### src/rtl/mt_pkg.sv
// Shared types and sizes for the register map table: one entry per
// architectural register holding its current physical tag and ready bit.
package mt_pkg;
  localparam int PR_W      = 7;
  localparam int AR_W      = 5;
  localparam int NUM_AR    = 32;
  localparam int NUM_CDB   = 4;
  localparam int CDB_WIDTH = 3;

  typedef struct packed {
    logic [PR_W-1:0] pr;
    logic            ready;
  } mt_entry_t;
endpackage

### src/rtl/mt_if.sv
// Rename bus between dispatch/ROB/CDB (master) and the map table (slave).
interface mt_if;
  import mt_pkg::*;

  logic [1:0]           rob_dispatch_num;
  logic [PR_W-1:0]      fl_pr0, fl_pr1;
  logic                 rob_ar_a_valid, rob_ar_b_valid;
  logic [AR_W-1:0]      rob_ar_a, rob_ar_b;
  logic                 rob_ar_a1_valid, rob_ar_a2_valid, rob_ar_b1_valid, rob_ar_b2_valid;
  logic [AR_W-1:0]      rob_ar_a1, rob_ar_a2, rob_ar_b1, rob_ar_b2;
  logic [CDB_WIDTH-1:0] cdb_broadcast;
  logic [PR_W-1:0]      cdb_pr_tag0, cdb_pr_tag1, cdb_pr_tag2, cdb_pr_tag3;
  logic [AR_W-1:0]      cdb_ar_tag0, cdb_ar_tag1, cdb_ar_tag2, cdb_ar_tag3;
  logic [PR_W-1:0]      rob_p0told, rob_p1told;
  logic [PR_W-1:0]      rs_pr_a1, rs_pr_a2, rs_pr_b1, rs_pr_b2;
  logic                 rs_pr_a1_ready, rs_pr_a2_ready, rs_pr_b1_ready, rs_pr_b2_ready;

  modport master (
    output rob_dispatch_num, fl_pr0, fl_pr1, rob_ar_a_valid, rob_ar_b_valid,
           rob_ar_a, rob_ar_b, rob_ar_a1_valid, rob_ar_a2_valid, rob_ar_b1_valid,
           rob_ar_b2_valid, rob_ar_a1, rob_ar_a2, rob_ar_b1, rob_ar_b2, cdb_broadcast,
           cdb_pr_tag0, cdb_pr_tag1, cdb_pr_tag2, cdb_pr_tag3,
           cdb_ar_tag0, cdb_ar_tag1, cdb_ar_tag2, cdb_ar_tag3,
    input  rob_p0told, rob_p1told, rs_pr_a1, rs_pr_a2, rs_pr_b1, rs_pr_b2,
           rs_pr_a1_ready, rs_pr_a2_ready, rs_pr_b1_ready, rs_pr_b2_ready
  );

  modport slave (
    input  rob_dispatch_num, fl_pr0, fl_pr1, rob_ar_a_valid, rob_ar_b_valid,
           rob_ar_a, rob_ar_b, rob_ar_a1_valid, rob_ar_a2_valid, rob_ar_b1_valid,
           rob_ar_b2_valid, rob_ar_a1, rob_ar_a2, rob_ar_b1, rob_ar_b2, cdb_broadcast,
           cdb_pr_tag0, cdb_pr_tag1, cdb_pr_tag2, cdb_pr_tag3,
           cdb_ar_tag0, cdb_ar_tag1, cdb_ar_tag2, cdb_ar_tag3,
    output rob_p0told, rob_p1told, rs_pr_a1, rs_pr_a2, rs_pr_b1, rs_pr_b2,
           rs_pr_a1_ready, rs_pr_a2_ready, rs_pr_b1_ready, rs_pr_b2_ready
  );
endinterface

### src/rtl/mt_entry.sv
// One map-table entry: resets to {IDX, ready}, takes dispatch writes, and is
// marked ready when a valid CDB slot names this AR with the current tag.
module mt_entry
  import mt_pkg::*;
#(
  parameter int IDX = 0
) (
  input  logic                 clock,
  input  logic                 reset,
  input  logic                 we,
  input  logic [PR_W-1:0]      wr_pr,
  input  logic [NUM_CDB-1:0]   cdb_valid,
  input  logic [PR_W-1:0]      cdb_pr [NUM_CDB],
  input  logic [AR_W-1:0]      cdb_ar [NUM_CDB],
  output mt_entry_t            view
);
  mt_entry_t q;
  logic      cdb_hit;

  // NOTE: every always_comb output gets a default before any branch so no latch is inferred.
  always_comb begin
    cdb_hit = 1'b0;
    for (int k = 0; k < NUM_CDB; k++) begin
      if (cdb_valid[k] && cdb_ar[k] == AR_W'(IDX) && cdb_pr[k] == q.pr)
        cdb_hit = 1'b1;
    end
  end

  // NOTE: state uses non-blocking assignments; the table lives in flops, not RAM,
  // because every entry must clear asynchronously to its identity mapping.
  always_ff @(posedge clock or negedge reset) begin
    if (!reset) begin
      q <= '{pr: PR_W'(IDX), ready: 1'b1};
    end else if (we) begin
      q <= '{pr: wr_pr, ready: 1'b0};
    end else if (cdb_hit) begin
      q.ready <= 1'b1;
    end
  end

  // Lookups see a completing tag in the same cycle it is broadcast.
  assign view = '{pr: q.pr, ready: q.ready | cdb_hit};
endmodule

### src/rtl/mt.sv
// Register map table: renames two destinations per cycle, looks up four
// sources with intra-pair forwarding, and tracks readiness from the CDB.
module mt
  import mt_pkg::*;
#(
  parameter int PR_W      = mt_pkg::PR_W,
  parameter int AR_W      = mt_pkg::AR_W,
  parameter int CDB_WIDTH = mt_pkg::CDB_WIDTH
) (
  input logic clock,
  input logic reset,
  mt_if.slave bus
);
  logic                 a_we, b_we;
  logic [NUM_CDB-1:0]   cdb_valid;
  logic [PR_W-1:0]      cdb_pr [NUM_CDB];
  logic [AR_W-1:0]      cdb_ar [NUM_CDB];
  mt_entry_t            view [NUM_AR];
  logic                 src_valid_unused;

  // Source-valid flags do not gate lookups; they are accepted but not used.
  assign src_valid_unused = &{bus.rob_ar_a1_valid, bus.rob_ar_a2_valid,
                              bus.rob_ar_b1_valid, bus.rob_ar_b2_valid};

  // A dispatch count of 3 behaves as 2, so bit 1 alone enables slot b.
  assign a_we = (bus.rob_dispatch_num != 2'd0) && bus.rob_ar_a_valid;
  assign b_we = bus.rob_dispatch_num[1] && bus.rob_ar_b_valid;

  assign cdb_pr[0] = bus.cdb_pr_tag0;
  assign cdb_pr[1] = bus.cdb_pr_tag1;
  assign cdb_pr[2] = bus.cdb_pr_tag2;
  assign cdb_pr[3] = bus.cdb_pr_tag3;
  assign cdb_ar[0] = bus.cdb_ar_tag0;
  assign cdb_ar[1] = bus.cdb_ar_tag1;
  assign cdb_ar[2] = bus.cdb_ar_tag2;
  assign cdb_ar[3] = bus.cdb_ar_tag3;

  // Counts above NUM_CDB simply validate every slot.
  for (genvar k = 0; k < NUM_CDB; k++) begin : g_cdb
    assign cdb_valid[k] = bus.cdb_broadcast > CDB_WIDTH'(k);
  end

  for (genvar i = 0; i < NUM_AR; i++) begin : g_entry
    logic hit_a, hit_b;
    assign hit_a = a_we && bus.rob_ar_a == AR_W'(i);
    assign hit_b = b_we && bus.rob_ar_b == AR_W'(i);

    // Slot b is younger, so its tag wins when both slots name this AR.
    mt_entry #(.IDX(i)) u_entry (
      .clock     (clock),
      .reset     (reset),
      .we        (hit_a || hit_b),
      .wr_pr     (hit_b ? bus.fl_pr1 : bus.fl_pr0),
      .cdb_valid (cdb_valid),
      .cdb_pr    (cdb_pr),
      .cdb_ar    (cdb_ar),
      .view      (view[i])
    );
  end

  always_comb begin
    bus.rob_p0told     = view[bus.rob_ar_a].pr;
    bus.rs_pr_a1       = view[bus.rob_ar_a1].pr;
    bus.rs_pr_a1_ready = view[bus.rob_ar_a1].ready;
    bus.rs_pr_a2       = view[bus.rob_ar_a2].pr;
    bus.rs_pr_a2_ready = view[bus.rob_ar_a2].ready;

    // Slot b must observe slot a's rename within the same dispatch pair.
    bus.rob_p1told     = view[bus.rob_ar_b].pr;
    bus.rs_pr_b1       = view[bus.rob_ar_b1].pr;
    bus.rs_pr_b1_ready = view[bus.rob_ar_b1].ready;
    bus.rs_pr_b2       = view[bus.rob_ar_b2].pr;
    bus.rs_pr_b2_ready = view[bus.rob_ar_b2].ready;
    if (a_we && bus.rob_ar_b == bus.rob_ar_a) bus.rob_p1told = bus.fl_pr0;
    if (a_we && bus.rob_ar_b1 == bus.rob_ar_a) begin
      bus.rs_pr_b1       = bus.fl_pr0;
      bus.rs_pr_b1_ready = 1'b0;
    end
    if (a_we && bus.rob_ar_b2 == bus.rob_ar_a) begin
      bus.rs_pr_b2       = bus.fl_pr0;
      bus.rs_pr_b2_ready = 1'b0;
    end
  end
endmodule

### src/flat_wrapper.sv
// flat-port wrapper written by rule: the top's interface ports become plain ports
module mt_flat import mt_pkg::*;
#(
  parameter int PR_W      = mt_pkg::PR_W,
  parameter int AR_W      = mt_pkg::AR_W,
  parameter int CDB_WIDTH = mt_pkg::CDB_WIDTH
)
  (clock, reset, bus_rob_dispatch_num, bus_fl_pr0, bus_fl_pr1, bus_rob_ar_a_valid, bus_rob_ar_b_valid, bus_rob_ar_a, bus_rob_ar_b, bus_rob_ar_a1_valid, bus_rob_ar_a2_valid, bus_rob_ar_b1_valid, bus_rob_ar_b2_valid, bus_rob_ar_a1, bus_rob_ar_a2, bus_rob_ar_b1, bus_rob_ar_b2, bus_cdb_broadcast, bus_cdb_pr_tag0, bus_cdb_pr_tag1, bus_cdb_pr_tag2, bus_cdb_pr_tag3, bus_cdb_ar_tag0, bus_cdb_ar_tag1, bus_cdb_ar_tag2, bus_cdb_ar_tag3, bus_rob_p0told, bus_rob_p1told, bus_rs_pr_a1, bus_rs_pr_a2, bus_rs_pr_b1, bus_rs_pr_b2, bus_rs_pr_a1_ready, bus_rs_pr_a2_ready, bus_rs_pr_b1_ready, bus_rs_pr_b2_ready);
  mt_if bus_i ();
  input logic clock;
  input logic reset;
  input wire logic [$bits(bus_i.rob_dispatch_num)-1:0] bus_rob_dispatch_num;
  input wire logic [$bits(bus_i.fl_pr0)-1:0] bus_fl_pr0;
  input wire logic [$bits(bus_i.fl_pr1)-1:0] bus_fl_pr1;
  input wire logic [$bits(bus_i.rob_ar_a_valid)-1:0] bus_rob_ar_a_valid;
  input wire logic [$bits(bus_i.rob_ar_b_valid)-1:0] bus_rob_ar_b_valid;
  input wire logic [$bits(bus_i.rob_ar_a)-1:0] bus_rob_ar_a;
  input wire logic [$bits(bus_i.rob_ar_b)-1:0] bus_rob_ar_b;
  input wire logic [$bits(bus_i.rob_ar_a1_valid)-1:0] bus_rob_ar_a1_valid;
  input wire logic [$bits(bus_i.rob_ar_a2_valid)-1:0] bus_rob_ar_a2_valid;
  input wire logic [$bits(bus_i.rob_ar_b1_valid)-1:0] bus_rob_ar_b1_valid;
  input wire logic [$bits(bus_i.rob_ar_b2_valid)-1:0] bus_rob_ar_b2_valid;
  input wire logic [$bits(bus_i.rob_ar_a1)-1:0] bus_rob_ar_a1;
  input wire logic [$bits(bus_i.rob_ar_a2)-1:0] bus_rob_ar_a2;
  input wire logic [$bits(bus_i.rob_ar_b1)-1:0] bus_rob_ar_b1;
  input wire logic [$bits(bus_i.rob_ar_b2)-1:0] bus_rob_ar_b2;
  input wire logic [$bits(bus_i.cdb_broadcast)-1:0] bus_cdb_broadcast;
  input wire logic [$bits(bus_i.cdb_pr_tag0)-1:0] bus_cdb_pr_tag0;
  input wire logic [$bits(bus_i.cdb_pr_tag1)-1:0] bus_cdb_pr_tag1;
  input wire logic [$bits(bus_i.cdb_pr_tag2)-1:0] bus_cdb_pr_tag2;
  input wire logic [$bits(bus_i.cdb_pr_tag3)-1:0] bus_cdb_pr_tag3;
  input wire logic [$bits(bus_i.cdb_ar_tag0)-1:0] bus_cdb_ar_tag0;
  input wire logic [$bits(bus_i.cdb_ar_tag1)-1:0] bus_cdb_ar_tag1;
  input wire logic [$bits(bus_i.cdb_ar_tag2)-1:0] bus_cdb_ar_tag2;
  input wire logic [$bits(bus_i.cdb_ar_tag3)-1:0] bus_cdb_ar_tag3;
  output wire logic [$bits(bus_i.rob_p0told)-1:0] bus_rob_p0told;
  output wire logic [$bits(bus_i.rob_p1told)-1:0] bus_rob_p1told;
  output wire logic [$bits(bus_i.rs_pr_a1)-1:0] bus_rs_pr_a1;
  output wire logic [$bits(bus_i.rs_pr_a2)-1:0] bus_rs_pr_a2;
  output wire logic [$bits(bus_i.rs_pr_b1)-1:0] bus_rs_pr_b1;
  output wire logic [$bits(bus_i.rs_pr_b2)-1:0] bus_rs_pr_b2;
  output wire logic [$bits(bus_i.rs_pr_a1_ready)-1:0] bus_rs_pr_a1_ready;
  output wire logic [$bits(bus_i.rs_pr_a2_ready)-1:0] bus_rs_pr_a2_ready;
  output wire logic [$bits(bus_i.rs_pr_b1_ready)-1:0] bus_rs_pr_b1_ready;
  output wire logic [$bits(bus_i.rs_pr_b2_ready)-1:0] bus_rs_pr_b2_ready;
  assign bus_i.rob_dispatch_num = bus_rob_dispatch_num;
  assign bus_i.fl_pr0 = bus_fl_pr0;
  assign bus_i.fl_pr1 = bus_fl_pr1;
  assign bus_i.rob_ar_a_valid = bus_rob_ar_a_valid;
  assign bus_i.rob_ar_b_valid = bus_rob_ar_b_valid;
  assign bus_i.rob_ar_a = bus_rob_ar_a;
  assign bus_i.rob_ar_b = bus_rob_ar_b;
  assign bus_i.rob_ar_a1_valid = bus_rob_ar_a1_valid;
  assign bus_i.rob_ar_a2_valid = bus_rob_ar_a2_valid;
  assign bus_i.rob_ar_b1_valid = bus_rob_ar_b1_valid;
  assign bus_i.rob_ar_b2_valid = bus_rob_ar_b2_valid;
  assign bus_i.rob_ar_a1 = bus_rob_ar_a1;
  assign bus_i.rob_ar_a2 = bus_rob_ar_a2;
  assign bus_i.rob_ar_b1 = bus_rob_ar_b1;
  assign bus_i.rob_ar_b2 = bus_rob_ar_b2;
  assign bus_i.cdb_broadcast = bus_cdb_broadcast;
  assign bus_i.cdb_pr_tag0 = bus_cdb_pr_tag0;
  assign bus_i.cdb_pr_tag1 = bus_cdb_pr_tag1;
  assign bus_i.cdb_pr_tag2 = bus_cdb_pr_tag2;
  assign bus_i.cdb_pr_tag3 = bus_cdb_pr_tag3;
  assign bus_i.cdb_ar_tag0 = bus_cdb_ar_tag0;
  assign bus_i.cdb_ar_tag1 = bus_cdb_ar_tag1;
  assign bus_i.cdb_ar_tag2 = bus_cdb_ar_tag2;
  assign bus_i.cdb_ar_tag3 = bus_cdb_ar_tag3;
  assign bus_rob_p0told = bus_i.rob_p0told;
  assign bus_rob_p1told = bus_i.rob_p1told;
  assign bus_rs_pr_a1 = bus_i.rs_pr_a1;
  assign bus_rs_pr_a2 = bus_i.rs_pr_a2;
  assign bus_rs_pr_b1 = bus_i.rs_pr_b1;
  assign bus_rs_pr_b2 = bus_i.rs_pr_b2;
  assign bus_rs_pr_a1_ready = bus_i.rs_pr_a1_ready;
  assign bus_rs_pr_a2_ready = bus_i.rs_pr_a2_ready;
  assign bus_rs_pr_b1_ready = bus_i.rs_pr_b1_ready;
  assign bus_rs_pr_b2_ready = bus_i.rs_pr_b2_ready;
  mt #(.PR_W(PR_W), .AR_W(AR_W), .CDB_WIDTH(CDB_WIDTH)) u_core (.clock(clock), .reset(reset), .bus(bus_i));
endmodule
### config.mk
export PLATFORM = sky130hd
export DESIGN_NAME = mt_flat
export DESIGN_NICKNAME = d
export VERILOG_FILES = /design/src/rtl/mt_pkg.sv /design/src/rtl/mt_if.sv /design/src/rtl/mt_entry.sv /design/src/rtl/mt.sv /design/src/flat_wrapper.sv
export SDC_FILE = /design/constraint.sdc
export NUM_CORES = 2
export LEC_CHECK = 0
export CELL_PAD_IN_SITES_DETAIL_PLACEMENT = 1
export CELL_PAD_IN_SITES_GLOBAL_PLACEMENT = 1
export CORE_MARGIN = 2
export CORE_UTILIZATION = 39
export CTS_BUF_LIST = sky130_fd_sc_hd__clkbuf_2 sky130_fd_sc_hd__clkbuf_4 sky130_fd_sc_hd__clkbuf_8
export DETAILED_ROUTE_END_ITERATION = 12
export PLACE_DENSITY = 0.73
export SLEW_MARGIN = 40
export SYNTH_ARGS = -nofsm -noshare
export SYNTH_HDL_FRONTEND = slang
export SYNTH_HIERARCHICAL = 1
export SYNTH_SLANG_ARGS = --single-unit
export TNS_END_PERCENT = 10
### constraint.sdc
create_clock -name clock -period 5.9 [get_ports clock]
set_input_delay 1.18 -clock clock [delete_from_list [all_inputs] [get_ports clock]]
set_output_delay 1.18 -clock clock [all_outputs]
set_load 0.02 [all_outputs]
---- Yosys cells after proc, flatten, opt, wreduce, memory -nomap -nowiden ----
Index checks and enable logic that the tools add are counted.
operators by class
  $lt $le $gt $ge ......................... 10
  equal/unequal tests ..................... 317
  mux-type cells .......................... 247
  reduce and logical (&&, ||, !) cells .... 396
  bitwise logic cells ..................... 38
operators with widths
  kind                                                                              number
  7-bit == test                                                                     128
  5-bit == test (second input constant)                                             96
  1-bit logical AND                                                                 325
  7-bit two-way mux                                                                 35
  8-bit binary-select mux with 5-bit select                                         6
  5-bit by 4-bit == test with 1-bit output (second input constant)                  48
  1-bit two-way mux                                                                 194
  5-bit by 3-bit == test with 1-bit output (second input constant)                  24
  8-bit two-way mux                                                                 12
  2-bit nonzero test                                                                33
  5-bit by 2-bit == test with 1-bit output (second input constant)                  12
  6-bit >= comparator (second input constant)                                       6
  5-bit inverter with 6-bit output                                                  6
  1-bit logical OR                                                                  32
  1-bit OR                                                                          32
  5-bit by 1-bit == test with 1-bit output (second input constant)                  6
  5-bit zero test                                                                   6
  5-bit == test                                                                     3
  3-bit by 1-bit greater-than comparator with 1-bit output (second input constant)  2
  3-bit by 2-bit greater-than comparator with 1-bit output (second input constant)  2
storage, ports and cells
  bits in registers ....................... 256
  output and inout bits ................... 46
  input bits .............................. 105
  word-level logic and storage cells ...... 1072

---- Longest topological paths before layout ----
  depth after elaboration ................. 12
  mapped depth ............................ 10
  gate-level depth less buffers ........... 10

---- Modules after synthesis ----
The synthesis kept the hierarchy.
modules (own cells, without submodules)
  module                                     seq. area each (µm²)  times used  area an instance (µm²)  cells each
  mt                                         0.0                   1           15009.4                 1155
  mt_entry (u_core.g_entry[21].u_entry ...)  205.2                 4           812.0                   81
  mt_entry (u_core.g_entry[10].u_entry ...)  203.9                 4           778.2                   81
  mt_entry (u_core.g_entry[4].u_entry ...)   202.7                 2           845.8                   80
  mt_entry (u_core.g_entry[23].u_entry ...)  206.4                 2           823.3                   81
  mt_entry (u_core.g_entry[29].u_entry ...)  206.4                 2           808.3                   80
  mt_entry (u_core.g_entry[13].u_entry ...)  205.2                 2           798.3                   81
  mt_entry (u_core.g_entry[20].u_entry ...)  203.9                 2           787.0                   79
  mt_entry (u_core.g_entry[17].u_entry ...)  203.9                 2           785.8                   80
  mt_entry (u_core.g_entry[1].u_entry ...)   202.7                 2           774.5                   80
  mt_entry (u_core.g_entry[11].u_entry ...)  205.2                 2           769.5                   81
  mt_entry (u_core.g_entry[28].u_entry)      205.2                 1           803.3                   77
  mt_entry (u_core.g_entry[15].u_entry)      206.4                 1           797.0                   80
  mt_entry (u_core.g_entry[31].u_entry)      207.7                 1           792.0                   80
  5 more rows                                n/a                   n/a         n/a                     n/a

---- Worst setup path before layout ----
Ideal clock, no wire load.
  path type ............................... input to output
  start ................................... in bus_cdb_broadcast[0]
  end ..................................... out bus_rs_pr_a1_ready
  data required time ...................... 4720 ps
  stages .................................. 9
  setup slack ............................. 950 ps
  data arrival time ....................... 3770 ps
  path buffers ............................ 0
  cells stage by stage .................... or3_1 and4b_1 nand3_1 nor3_1 a41oi_1 nand3_1 mux4_2 mux4_2 mux2_2
RTL lines
  item         RTL line            source
  from (decl)  flat_wrapper.sv:27  input wire logic [$bits(bus_i.cdb_broadcast)-1:0] bus_cdb_broadcast;
  to (decl)    flat_wrapper.sv:42  output wire logic [$bits(bus_i.rs_pr_a1_ready)-1:0] bus_rs_pr_a1_ready;

==> flow_metrics.py <==
metrics = {
    "place": {
        "dp_hpwl_um": 147600,
        "io_buffers": 146,
        "place_area_um2": 42270,
        "dp_slack_ns": -0.3739,
        "gp_congestion": 1.078,
    },
    "setup_path": {
        "slowest_stage": "mux4_2",
        "critPathCaptureType": "primary output",
        "max_stage_delay_ns": 0.58,
        "path_class": "input pin to primary output",
        "worstPathMaxFanout": 15,
        "crit_arrival_ns": 4.70,
        "cpMostUsedCell": "mux4_2",
        "critPathLaunchType": "input pin",
        "cp_cell_sequence": "clkdlybuf4s50_1 > or3_4 > buf_12 > buf_4 > nand4bb_1 > nor4_1 > a211oi_1 > nand2_1 > mux4_2 > mux4_2 > mux2_4 > buf_2",
        "cp.required_ns": 4.72,
    },
    "timing": {
        "fin_ws_ns": 0.01981,
        "rsz0062_at_grt": "false",
        "maxSlewViolCount": 0,
        "period_share_pct": 99.66,
        "fin_setup_tns_ns": 0,
        "tightest_slew_ns": 0.9508,
        "max_freq_mhz": 170.1,
        "max-slew-margin-rel_pct": 36.03,
        "min_period_ns": 5.880,
        "setup_violations": 0,
        "finalHoldViolCount": 0,
        "fin_skew_ns": 0.02077,
    },
    "synthesis": {
        "synth-edff-count": 0,
        "synthCells": 3725,
        "synth.avg_cell_area_um2": 10.85,
        "ys_seq_area_share_pct": 16.20,
        "ys_seq_elements": 256,
        "synthDistinctLibCells": 70,
        "ys_warn_count": 6,
        "synth_area_um2": 40410,
        "syn_nets": 3830,
        "synth_top_flop_cell": "dfrtp_1",
        "synthArstFlopShare_pct": 100.0,
    },
    "floorplanning": {
        "core_area_um2": 103200,
        "initial_core_util_pct": 39.15,
        "die_area_um2": 106200,
        "std_cell_rows": 118,
        "die-height_um": 325.9,
        "die_w_um": 325.9,
        "io_pins": 151,
    },
    "cells_and_area": {
        "final_cell_mix": "714 x xnor2_1, 405 x mux4_2, 393 x mux2_2",
        "fillers": 11070,
        "design_area_um2": 43630,
        "final_common_cell": "xnor2_1",
        "synthToLayoutAreaGrowth_pct": 7.971,
        "seq_area_um2": 6546,
        "drive_gt1_share_pct": 42.10,
        "finalNetCount": 3660,
        "multiInputGateArea_um2": 29840,
    },
    "global_route": {
        "grt_pass1_wl_um": 279100,
        "grt_max_degree": 126,
        "gr-usage-all-layers_pct": 36.60,
        "antenna_found_initial": 13,
        "grt_pass1_vias": 35850,
        "grt_overflow": 0,
    },
    "pwr": {
        "finalPower_mw": 12.35,
        "p_clk_share_pct": 16.4,
        "power.share.switching_pct": 46.20,
        "seq_power_share_pct": 34.9,
        "peakVddDrop_mv": 0.1985,
        "leakagePower_nw": 14.62,
        "p_int_mw": 6.645,
        "power.switching_mw": 5.707,
        "power.density_nw_per_um2": 283.1,
        "combPwrFrac_pct": 48.7,
    },
    "clock_network": {
        "cts_buffers": 52,
        "cts_max_level": 2,
        "clockRootBuffer": "clkbuf_8",
        "cts_tree": "built",
        "clock_latency_ns": 0.71,
        "cts_sinks": 256,
        "path_clk_slew_ns": 0.06,
        "ctsLongestPathBuffers": 3,
    },
    "drt": {
        "drt-initial-drc-count": 5465,
        "first_pass_iters": 6,
        "drc_errors": 0,
        "wl_um": 198900,
        "wl_met2_um": 82800,
        "met1_length_um": 73260,
        "routed_via_density": 7.189,
        "routedWlPerCell_um": 39.92,
        "route.met3.wl_um": 29340,
        "highest_layer": "met5",
        "vias": 35810,
        "antenna_left": 0,
    },
    "min_path": {
        "min_path_type": "input pin to asynchronous set/reset pin",
    },
    "status": {
        "status": "complete, no violations",
    },
    "run": {
        "cap_violations": 0,
    },
}
-- state kept, by name, indices dropped and copies added, names as in the netlist --
signal,flops
u_core/g_entry.u_entry/q,32
u_core/g_entry.u_entry/view,224
-- cell usage after synthesis (31+ instances only) --
cell,count,area (um2)
nor4_1,66,412.9
nand3_1,148,740.7
buf_1,34,127.6
a31oi_1,34,212.7
xor2_1,163,1428
clkbuf_1,121,454.2
buf_4,233,1749
nand2_1,53,198.9
mux2_1,96,1081
dfstp_2,112,2943
nor3_1,95,475.5
nand3b_1,39,292.8
mux4_2,405,9121
nand4_1,126,788.3
xnor2_1,714,6254
xnor2_2,32,520.5
dfrtp_1,144,3603
buf_6,83,934.7
buf_2,186,930.9
nor2_1,31,116.4
mux2_2,395,4448
nand4b_1,32,280.3
nor4_2,33,412.9
o22ai_1,97,606.8
-- cell type report --
class,count,area share (%)
inverters,4,0.03442
clock buffers,84,2.335
diodes,5,0.02868
flip-flops and latches,256,15.01
repair buffers,435,10.12
well taps,1380,3.958
clock inverters,11,0.1319
multi-input cells,2806,68.39
-- cell families (layout without fill, tap and decap cells) --
logic type	count (synthesis)	after routing	share of synthesized area, %
muxes	918	918	37.05
xor gates and xnor gates	911	911	20.43
and+or+nand+nor	769	769	12.46
buffers and inverters	663	534	10.51
DFF	256	256	16.20
AOI/OAI and AO/OA	208	208	3.347
other	0	5	0
-- stage by stage --
stage | instances | util [%] | hold WS (ns)
detailed placement | 4869 | 40.96 | 0.6179
floorplan | 3725 | - | 0.5856
CTS | 4968 | 42.04 | 0.3690
global route | 4976 | 42.26 | 0.3909
finish | 4981 | 42.27 | 0.3965
global placement | 4864 | 40.88 | 0.6088
-- critical path: cells and delay by family --
family / cells / cell delay, ns
buffers and inverters: 4 / 0.95
AND/OR/NAND/NOR: 4 / 0.80
AO/OA/AOI/OAI: 1 / 0.32
multiplexers: 3 / 1.43
-- repair_timing --
action | 4_1_cts | 5_1_grt
cloned | 0 | 0
setup buffers | 4 | 2
pin swaps | 2 | 4
hold buffers | 0 | 0
gates resized for setup | 12 | 22
endpoints found under the setup margin | 3 | 4
-- power by group through the flow --
stage	registers (mW)	clock network, mW	logic [mW]
global placement	4.10	0	5.64
global route	4.28	2.13	6.22
CTS	4.14	2.05	5.84
detailed placement	4.16	0	5.79
finish	4.31	2.03	6.02
floorplan	2.47	0	5.82
-- worst paths after layout --
kind | from | endpoint | slack, ns | cells past startpoint
min in group clock | u_core/g_entry[25].u_entry/q[0] | u_core/g_entry[25].u_entry/q[0] | 0.63 | 2
worst min-delay path | reset | u_core/g_entry[20].u_entry/view[4] | 0.40 | 1
worst min register to register | u_core/g_entry[25].u_entry/q[0] | u_core/g_entry[25].u_entry/q[0] | 0.63 | 2
worst max-delay path | bus_cdb_broadcast[0] | bus_rs_pr_a2_ready | 0.02 | 12
max in group asynchronous | reset | u_core/g_entry[4].u_entry/view[1] | 4.40 | 2
worst max register to register | u_core/g_entry[15].u_entry/view[1] | u_core/g_entry[15].u_entry/q[0] | 3.66 | 8
-- per-layer routing --
metal  GRT usage (%)  vias up
met2           52.39     3149
li1                -    13460
met4           20.03        6
met5               0        -
met3           13.81      799
met1           47.50    18390
Note: power is estimated with default switching activity, not from simulation.
